[src/rtl/sram_arbiter.sv]
// Two-master arbiter for an asynchronous SRAM on a split data bus (m0 = data, m1 = fetch).
// Define SRAM_ARB_ROUND_ROBIN_EN to alternate grants under contention; default is m0 fixed priority.
module sram_arbiter #(
  parameter int unsigned WAIT_CYCLES = 1
) (
  input  logic        clk,
  input  logic        rst_n,
  input  logic        m0_req,
  input  logic        m0_we,
  input  logic [19:0] m0_addr,
  input  logic [3:0]  m0_be_n,
  input  logic [31:0] m0_wdata,
  output logic [31:0] m0_rdata,
  output logic        m0_ack,
  input  logic        m1_req,
  input  logic        m1_we,
  input  logic [19:0] m1_addr,
  input  logic [3:0]  m1_be_n,
  input  logic [31:0] m1_wdata,
  output logic [31:0] m1_rdata,
  output logic        m1_ack,
  output logic [19:0] ram_addr,
  output logic [3:0]  ram_be_n,
  output logic        ram_we,
  output logic [31:0] ram_data_out,
  input  logic [31:0] ram_data_in,
  output logic        busy
);

  localparam int unsigned CNT_W = 3;
  localparam logic [CNT_W-1:0] LAST_CNT = CNT_W'(WAIT_CYCLES - 1);

  typedef enum logic [2:0] {
    IDLE,
    SETUP,
    STROBE,
    HOLD,
    READ,
    DONE
  } state_t;

  state_t      state_q, state_d;
  logic [CNT_W-1:0] cnt_q, cnt_d;
  logic        gnt_q, gnt_d;
  logic [19:0] ram_addr_q, ram_addr_d;
  logic [3:0]  ram_be_n_q, ram_be_n_d;
  logic        ram_we_q, ram_we_d;
  logic [31:0] ram_data_out_q, ram_data_out_d;
  logic [31:0] m0_rdata_q, m0_rdata_d;
  logic [31:0] m1_rdata_q, m1_rdata_d;
  logic        m0_ack_q, m0_ack_d;
  logic        m1_ack_q, m1_ack_d;
  logic        busy_q, busy_d;
  logic        pick_m1;

  // Grant selection, only consulted when at least one request is present
`ifdef SRAM_ARB_ROUND_ROBIN_EN
  logic rr_q, rr_d;
  assign pick_m1 = (m0_req && m1_req) ? rr_q : m1_req;
`else
  assign pick_m1 = ~m0_req;
`endif

  always_ff @(posedge clk) begin
    if (!rst_n) begin
      state_q        <= IDLE;
      cnt_q          <= '0;
      gnt_q          <= 1'b0;
      ram_addr_q     <= '0;
      ram_be_n_q     <= 4'hF;
      ram_we_q       <= 1'b0;
      ram_data_out_q <= '0;
      m0_rdata_q     <= '0;
      m1_rdata_q     <= '0;
      m0_ack_q       <= 1'b0;
      m1_ack_q       <= 1'b0;
      busy_q         <= 1'b0;
`ifdef SRAM_ARB_ROUND_ROBIN_EN
      rr_q           <= 1'b0;
`endif
    end else begin
      state_q        <= state_d;
      cnt_q          <= cnt_d;
      gnt_q          <= gnt_d;
      ram_addr_q     <= ram_addr_d;
      ram_be_n_q     <= ram_be_n_d;
      ram_we_q       <= ram_we_d;
      ram_data_out_q <= ram_data_out_d;
      m0_rdata_q     <= m0_rdata_d;
      m1_rdata_q     <= m1_rdata_d;
      m0_ack_q       <= m0_ack_d;
      m1_ack_q       <= m1_ack_d;
      busy_q         <= busy_d;
`ifdef SRAM_ARB_ROUND_ROBIN_EN
      rr_q           <= rr_d;
`endif
    end
  end

  // Next-state and registered-output values; request fields are latched once in IDLE
  always_comb begin
    state_d        = state_q;
    cnt_d          = cnt_q;
    gnt_d          = gnt_q;
    ram_addr_d     = ram_addr_q;
    ram_be_n_d     = ram_be_n_q;
    ram_we_d       = 1'b0;
    ram_data_out_d = ram_data_out_q;
    m0_rdata_d     = m0_rdata_q;
    m1_rdata_d     = m1_rdata_q;
    m0_ack_d       = 1'b0;
    m1_ack_d       = 1'b0;
`ifdef SRAM_ARB_ROUND_ROBIN_EN
    rr_d           = rr_q;
`endif
    case (state_q)
      IDLE: begin
        ram_be_n_d = 4'hF;
        if (m0_req || m1_req) begin
          gnt_d          = pick_m1;
          ram_addr_d     = pick_m1 ? m1_addr  : m0_addr;
          ram_be_n_d     = pick_m1 ? m1_be_n  : m0_be_n;
          ram_data_out_d = pick_m1 ? m1_wdata : m0_wdata;
          cnt_d          = '0;
          state_d        = (pick_m1 ? m1_we : m0_we) ? SETUP : READ;
`ifdef SRAM_ARB_ROUND_ROBIN_EN
          rr_d           = ~pick_m1;
`endif
        end
      end
      SETUP: begin
        ram_we_d = 1'b1;
        state_d  = STROBE;
      end
      STROBE: begin
        if (cnt_q == LAST_CNT) begin
          state_d  = HOLD;
          m0_ack_d = ~gnt_q;
          m1_ack_d = gnt_q;
        end else begin
          cnt_d    = cnt_q + 3'd1;
          ram_we_d = 1'b1;
        end
      end
      READ: begin
        if (cnt_q == LAST_CNT) begin
          state_d  = DONE;
          m0_ack_d = ~gnt_q;
          m1_ack_d = gnt_q;
          if (gnt_q) begin
            m1_rdata_d = ram_data_in;
          end else begin
            m0_rdata_d = ram_data_in;
          end
        end else begin
          cnt_d = cnt_q + 3'd1;
        end
      end
      HOLD, DONE: begin
        state_d    = IDLE;
        ram_be_n_d = 4'hF;
      end
      default: begin
        state_d    = IDLE;
        ram_be_n_d = 4'hF;
      end
    endcase
    busy_d = (state_d != IDLE);
  end

  assign ram_addr     = ram_addr_q;
  assign ram_be_n     = ram_be_n_q;
  assign ram_we       = ram_we_q;
  assign ram_data_out = ram_data_out_q;
  assign m0_rdata     = m0_rdata_q;
  assign m1_rdata     = m1_rdata_q;
  assign m0_ack       = m0_ack_q;
  assign m1_ack       = m1_ack_q;
  assign busy         = busy_q;

endmodule

[config.mk]
export PLATFORM = sky130hd
export DESIGN_NAME = sram_arbiter
export DESIGN_NICKNAME = d
export VERILOG_FILES = /design/src/rtl/sram_arbiter.sv
export SDC_FILE = /design/constraint.sdc
export NUM_CORES = 1
export LEC_CHECK = 0
export BUFFER_PORTS_ARGS = -buffer_cell sky130_fd_sc_hd__buf_4
export CORE_MARGIN = 4
export CORE_UTILIZATION = 50
export DETAILED_ROUTE_END_ITERATION = 8
export PLACE_DENSITY = 0.89
export SLEW_MARGIN = 10
export SYNTH_ARGS = -nofsm -noshare
export SYNTH_HDL_FRONTEND = slang
export SYNTH_SLANG_ARGS = --single-unit
[constraint.sdc]
create_clock -name clk -period 2.6 [get_ports clk]
set_clock_uncertainty 0.15 [all_clocks]
set_input_delay 0.26 -clock clk [delete_from_list [all_inputs] [get_ports clk]]
set_output_delay 0.26 -clock clk [all_outputs]
set_load 0.05 [all_outputs]
==> results of run 1 <==
==> synth_stat cells, drive strengths merged (2+ instances only) <==
cell type | number | area (sq um)
nand2 | 99 | 372
nor2 | 4 | 17.5
mux2i | 120 | 1200
nand4b | 2 | 17.5
clkbuf | 18 | 67.6
buf | 32 | 209
nor4b | 2 | 17.5
a21oi | 54 | 270
xor2 | 2 | 17.5
a32oi | 4 | 35.0
nand4 | 4 | 37.5
ha | 2 | 25.0
dfxtp | 131 | 2620
nor2b | 4 | 25.0
a211oi | 53 | 648
o21ai | 2 | 10.0
inv | 10 | 37.5
==> state kept, by name, summed over array words and instances (netlist names) <==
register and cells:
busy 1, m0_ack 1, gnt_q 1, m1_ack 1, ram_data_out 32, cnt_q 3
ram_addr 20, m1_rdata 32, ram_be_n 4, m0_rdata 32, ram_we 1, state_q 3
==> worst paths after layout <==
check | end | slack (ns)
worst max register to register | m0_rdata[4]$_SDFFE_PN0P_ | 0.49
worst min-delay path | m1_rdata[21]$_SDFFE_PN0P_ | 0.009
worst min register to register | m1_rdata[22]$_SDFFE_PN0P_ | 0.31
worst max-delay path | m0_rdata[4]$_SDFFE_PN0P_ | 0.49
==> layout make-up <==
| type | instances | area (sq um) | share of cell area |
|---|---|---|---|
| clock buffer | 17 | 425 | 0.0484 |
| clock inverter | 15 | 205 | 0.0234 |
| tap | 143 | 179 | 0.0204 |
| multi-input combinational | 371 | 2860 | 0.325 |
| inverter | 10 | 37.5 | 0.00427 |
| timing repair buffer | 313 | 2460 | 0.280 |
| sequential | 131 | 2620 | 0.299 |
==> cell families after synthesis <==
family                   after synthesis  synth area share
buffers and inverters                 60            0.0542
AO/OA/AOI/OAI                        120             0.176
adder cells (fa/ha/maj)                2           0.00432
XOR/XNOR                               3           0.00454
multiplexers                         121             0.209
flip-flops                           131             0.453
AND/OR/NAND/NOR                      125            0.0989
==> layer usage <==
metal | GRT usage | wire, um
met4 | 0.118 | 560
met1 | 0.280 | 6390
met2 | 0.471 | 9400
met5 | 0 | 0
met3 | 0.103 | 1910
==> report_power, final <==
part | total (mW) | switching (mW) | internal (mW)
Sequential | 2.84 | 0.343 | 2.49
Combinational | 4.49 | 2.99 | 1.51
Clock | 2.52 | 0.910 | 1.61
==> metrics by stage <==
stage,setup WS [ns],hold slack (ns)
after CTS,0.547,0.000486
after floorplan,1.06,0.271
final,0.485,0.00913
after global routing,0.391,0.00298
after detailed placement,0.515,0.304
after global placement,0.605,0.295
==> worst register-to-register path, cell delays in order, from the launching register on <==
cell and delay (ns):
dfxtp_1 0.43, nor2_2 0.31, nand4_2 0.52, buf_12 0.39
mux2i_1 0.23
==> repair_timing <==
action / CTS / global route
endpoints found under the hold margin: 49 / 0
setup endpoints to repair: 0 / 0
hold buffers: 28 / 0
==> key figures, run 1 <==
GRT
  • Pin count of the biggest net entering global routing: between 50 and 60
  • Gr usage total: 0.266
  • First-pass GRT wire length: roughly 28000 um
  • Initial antenna violation count: 0
  • Total global routing overflow: 0
  • Vias in the first global route: approximately 5500

Yosys
  • Post-Synthesis Cells: 562
  • Syn Area/Cell: between 10 and 15 sq um
  • Synth warnings: 0
  • Mapped Area: approximately 5800 sq um
  • Mapped Nets: ~710
  • Most used DFF post-synth: dfxtp_1
  • Yosys reg bits: 131
  • Yosys cell types: between 40 and 50
  • EDFF count, synth: 0
  • Register area share after synthesis: 0.453
  • Ys async rst share: 0

Timing
  • Hold Fails Final Rpt: 0
  • Setup tns final: 0 ns
  • Setup-failing EPs final: 0
  • Final Slew Violations: 0
  • Unrepaired setup endpoints after global routing: false
  • Period utilization: 0.813
  • Final Critical Period: 2.11 ns
  • Fmax: ~0.47 GHz
  • Relative slew slack: 0.604
  • Slew of the pin with the lowest slew margin: 0.592 ns

Clock tree
  • CTS Sinks: between 100 and 150
  • TritonCTS clock tree: yes
  • # resized after CTS: 0
  • Total CTS buffers: 17
  • Setup bufs post-CTS: 0
  • Clock transition at the registers of the reported paths: roughly 0.060 ns
  • Skew-Pair Late Insertion Delay: approximately 0.4 ns
  • H-Tree Level Count: 4
  • Root Buffer: clkbuf_16
  • Max Root-Sink Buffers: 2

Run
  • Max-cap violations: 0

Drt
  • Vias: ~5300
  • Final ANT Viol Nets: 0
  • Routed len/inst: ~18 um
  • Vias per cell: approximately 5.3
  • DRT Wirelength: ~18000 um
  • Drt drc: 0
  • DR iter-0 viols: 262
  • DR pass1 iterations: 4

Finish
  • Synth-to-Final Area Change: 51.6%
  • Final non-filler cell area: just under 9000 sq um
  • Final nets: 996
  • Filler cells: 727
  • Share of layout cells above drive strength 1: 0.438
  • Most frequent cells in the layout: 282 x buf_4, 131 x dfxtp_1, 120 x mux2i_1
  • # diodes: 0
  • Fin util: 0.772
  • Fin cells: 1000
  • Commonest non-fill, non-tap cell in the layout: buf_4

Setup path
  • Crit path max fanout: 21
  • Critical Path Start: state_q[0]$_SDFF_PN0_
  • Crit-path cells: nor2_2 > nand4_2 > buf_12 > mux2i_1
  • CP top delay family: simple AND/OR/NAND/NOR gates
  • CP Buf/Inv Count: 1
  • Critical path start-end classification: reg -> reg
  • Type of origin of the critical path: flip-flop
  • Stages on the worst setup path: 4
  • Worst EP required: 2.77 ns
  • Critical R2R Launch: state_q[0]$_SDFF_PN0_
  • Reg2Reg Depth: 4
  • Crit path DAT: ~2.3 ns
  • CP endpoint kind: flip-flop
  • Max incr delay on CP: approximately 0.52 ns
  • Slowest CP cell: nand4_2

Floorplan
  • DIE HEIGHT: between 100 and 150 um
  • Die Footprint: between 10000 and 15000 sq um
  • Starting density of the core: 0.509
  • Row count: 39
  • Die W: between 100 and 150 um
  • IO Pins: 274
  • Core box area: 11400 sq um

Placed design
  • Gpl congestion: around 0.86
  • Placed Area: around 7900 sq um
  • Dpl hpwl: around 13000 um
  • # placed instances: 940
  • Port Buffer Count: 273

Power
  • LEAKAGE: about 4.4 nW
  • Tot Pwr: around 9.9 mW
  • PwrDens: about 1100 nW/um^2
  • VDD IR max: between 1000 and 1500 uV

Run status
  • Status: finished clean

Hold path
  • Hold path startpoint: ram_data_in[21]
  • Hold WC Path Type: in -> reg
  • Hold Crit Depth: 3
Note: power is estimated with default switching activity, not from simulation.
==> inputs of run 2 (changes only) <==
--- a/config.mk
+++ b/config.mk
@@ -5,11 +5,12 @@
 export SDC_FILE = /design/constraint.sdc
 export NUM_CORES = 1
 export LEC_CHECK = 0
+export ABC_AREA = 1
 export BUFFER_PORTS_ARGS = -buffer_cell sky130_fd_sc_hd__buf_4
 export CORE_MARGIN = 4
-export CORE_UTILIZATION = 50
+export CORE_UTILIZATION = 45
 export DETAILED_ROUTE_END_ITERATION = 8
-export PLACE_DENSITY = 0.89
+export PLACE_DENSITY = 0.84
 export SLEW_MARGIN = 10
 export SYNTH_ARGS = -nofsm -noshare
 export SYNTH_HDL_FRONTEND = slang
==> constraint.sdc (replaced) <==
create_clock -name clk -period 2.1 [get_ports clk]
set_clock_uncertainty 0.15 [all_clocks]
set_input_delay 0.21 -clock clk [delete_from_list [all_inputs] [get_ports clk]]
set_output_delay 0.21 -clock clk [all_outputs]
set_load 0.05 [all_outputs]
==> run 2 against run 1 <==
  * Final cell count is 15% higher
  * Non-clock buffer count is 43 higher
  * First-iteration DRC count is 59% higher
  * Area after synthesis is 9.5% lower
  * Total power is 17% higher
  * Sequential power is 22% higher
  * Critical path depth is 3 higher
  * Via count is 11% higher
  * Die area is 0.56% higher
  * Hold slack better by 0.0030 ns
  * Critical endpoint is now m1_rdata[20]$_SDFFE_PN0P_
  * Largest power group unchanged
==> key figures, run 2 <==
Timing
  • Final worst slack: roughly 0.25 ns
  • Setup tns final: 0 ns
  • Period utilization: 0.881
  • Final Slew Violations: 0
  • WHS: 0.0122 ns
  • Setup-failing EPs final: 0
  • Slew of the pin with the lowest slew margin: 0.580 ns
  • Relative slew slack: 0.613
  • Fmax: approximately 0.54 GHz
  • Hold Fails Final Rpt: 0
  • Unrepaired setup endpoints after global routing: false
  • Final Critical Period: around 1.8 ns

Yosys
  • Ys async rst share: 0
  • Top cells by area, synth: dfxtp_1 50%, nor2_1 10%, o211a_1 9.9%
  • Mapped Nets: a little over 800
  • Synth top area share: 0.500
  • Top post-synthesis cells by count: 143 x nor2_1, 132 x nand2_1, 131 x dfxtp_1, 62 x o21ai_0, 61 x nand3_1
  • Yosys reg bits: between 100 and 150
  • Yosys cell types: 21
  • Most used DFF post-synth: dfxtp_1
  • Synth warnings: 0
  • Dominant cell type by area after synthesis: dfxtp_1
  • Syn Area/Cell: a little under 8 sq um
  • Post-Synthesis Cells: 670
  • EDFF count, synth: 0
  • Register area share after synthesis: 0.500
  • Mapped Area: between 5000 and 6000 sq um
  • Most frequent cell after synthesis: nor2_1

Placed design
  • # placed instances: 1048
  • Dpl hpwl: around 12000 um
  • Pre-CTS setup slack: around 0.35 ns
  • Gpl congestion: 0.824
  • Port Buffer Count: ~270

Finish
  • # diodes: 0
  • Commonest non-fill, non-tap cell in the layout: buf_4
  • Multi-input gate area: around 2300 sq um
  • Synth-to-Final Area Change: 65.4%
  • Most frequent cells in the layout: 283 x buf_4, 143 x nor2_1, 132 x nand2_1
  • Final nets: 1147
  • Share of layout cells above drive strength 1: 0.322
  • Filler cells: between 800 and 900
  • Register area: between 2000 and 3000 sq um
  • Fin cells: roughly 1200

Clock tree
  • H-Tree Level Count: 4
  • Root Buffer: clkbuf_16
  • Setup bufs post-CTS: 0
  • Max Root-Sink Buffers: 2
  • CTS Sinks: around 130
  • Total CTS buffers: 17
  • Hold_buf cts: just over 70
  • TritonCTS clock tree: yes
  • # resized after CTS: 0
  • Skew-Pair Late Insertion Delay: just under 0.4 ns
  • Clock transition at the registers of the reported paths: ~0.07 ns

Setup path
  • Max incr delay on CP: around 0.43 ns
  • CP Buf/Inv Count: 2
  • Critical path start-end classification: reg -> reg
  • Worst EP required: 2.27 ns
  • Critical Path Start: cnt_q[0]$_SDFFE_PN0P_
  • Reg2reg setup slack: approximately 0.25 ns
  • Crit path max fanout: 32
  • Stages on the worst setup path: 7
  • Critical R2R Launch: cnt_q[0]$_SDFFE_PN0P_
  • CP endpoint kind: flip-flop
  • Reg2Reg Depth: 7
  • Slowest CP cell: inv_2
  • Crit path capture: m1_rdata[20]$_SDFFE_PN0P_
  • Crit-path cells: inv_1 > ha_1 > nand2_1 > nor3_4 > inv_2 > nor2_1 > nor2_1
  • CP top delay family: simple AND/OR/NAND/NOR gates
  • Crit path DAT: slightly above 2 ns
  • Reg2reg end: m1_rdata[20]$_SDFFE_PN0P_
  • Type of origin of the critical path: flip-flop
  • CP dominant cell by count: nor2_1

Floorplan
  • Die Footprint: between 10000 and 15000 sq um
  • Starting density of the core: 0.459
  • Core box area: 11400 sq um
  • IO Pins: about 270
  • Die W: ~120 um
  • DIE HEIGHT: roughly 120 um
  • Row count: 39

Hold path
  • Hold WC Path Type: in -> reg

Drt
  • Drt drc: 0
  • Vias: 5947
  • DRT Wirelength: about 19000 um
  • DR iter-0 viols: 417
  • DR pass1 iterations: 5
  • Vias per cell: 5.17
  • Final ANT Viol Nets: 0
  • Routed len/inst: roughly 17 um

GRT
  • Total global routing overflow: 0
  • Pin count of the biggest net entering global routing: 83
  • Vias in the first global route: roughly 5700
  • Gr usage total: 0.274
  • First-pass GRT wire length: a little under 30000 um
  • Initial antenna violation count: 0

Power
  • LEAKAGE: between 4 and 5 nW
  • VDD IR max: 971 uV
  • PwrDens: between 1000 and 1500 nW/um^2

Run status
  • Status: finished clean

Run
  • Max-cap violations: 0
## run 2: cell count changes in the layout (fill, tap and decap cells not counted), moves of 50 or more
cell      before  now
mux2i_1      120    0
nor2_1         3  143
a211oi_2      50    0
o21ai_0        1   62
a21oi_1       54    4
o211a_1        0   52
nand3_1        0   61
## run 2: final cells by class
type / count / area share
repair buffers: 356 / 0.332
well taps: 143 / 0.0206
inverters: 15 / 0.00649
clock inverters: 15 / 0.0209
clock buffers: 17 / 0.0491
multi-input cells: 474 / 0.269
flip-flops and latches: 131 / 0.302
## run 2: worst min-delay path by stage
| stage | slack (ns) | cells after the start | start | end |
|---|---|---|---|---|
| 3_3_place_gp | 0.29 | 3 | ram_data_in[0] | m0_rdata[0]$_SDFFE_PN0P_ |
| 6_report | 0.01 | 4 | m1_addr[18] | ram_addr[18]$_SDFFE_PN0P_ |
| 5_1_grt | 0.004 | 4 | m1_wdata[26] | ram_data_out[26]$_SDFFE_PN0P_ |
| 3_5_place_dp | 0.30 | 3 | ram_data_in[0] | m1_rdata[0]$_SDFFE_PN0P_ |
| 2_1_floorplan | 0.19 | 2 | ram_data_in[21] | m1_rdata[21]$_SDFFE_PN0P_ |
| 4_1_cts | 0.0001 | 4 | m0_wdata[25] | ram_data_out[25]$_SDFFE_PN0P_ |
## run 2: logic make-up (layout without fill, tap and decap cells)
logic type	after synthesis	count (layout)	synth area share
simple gates	341	341	0.265
buf+inv	65	403	0.0551
flops	131	131	0.500
fa+ha+maj	2	2	0.00477
compound gates	131	131	0.175
## run 2: metrics by stage
| step | power (mW) | utilization | area (sq um) |
|---|---|---|---|
| final | 11.5 | 0.759 | 8670 |
| after global routing | 12.1 | 0.759 | 8670 |
| after global placement | 8.36 | 0.644 | 7350 |
| after CTS | 11.5 | 0.759 | 8670 |
| after floorplan | 6.87 | - | 5240 |
| after detailed placement | 8.42 | 0.644 | 7350 |
## run 2: metal layers
metal	vias up	routed length, um	GRT usage
met5	-	0	0
met2	308	9590	0.476
met1	2705	7140	0.306
li1	2870	-	-
met4	0	727	0.122
met3	64	1850	0.0888
## run 2: power breakdown
part / internal, mW / switching [mW] / total [mW] / leakage, nW
logic: 1.59 / 3.47 / 5.06 / 3.24
clock network: 1.72 / 1.27 / 2.99 / 0.297
registers: 3.11 / 0.352 / 3.46 / 1.07
total: 6.42 / 5.09 / 11.5 / 4.61
## run 2: worst register-to-register path, delay by kind of cell (launching register included)
family,cells,cell delay [ns]
flip-flops,1,0.35
AND/OR/NAND/NOR,4,0.59
adder cells (fa/ha/maj),1,0.19
buffers and inverters,2,0.49
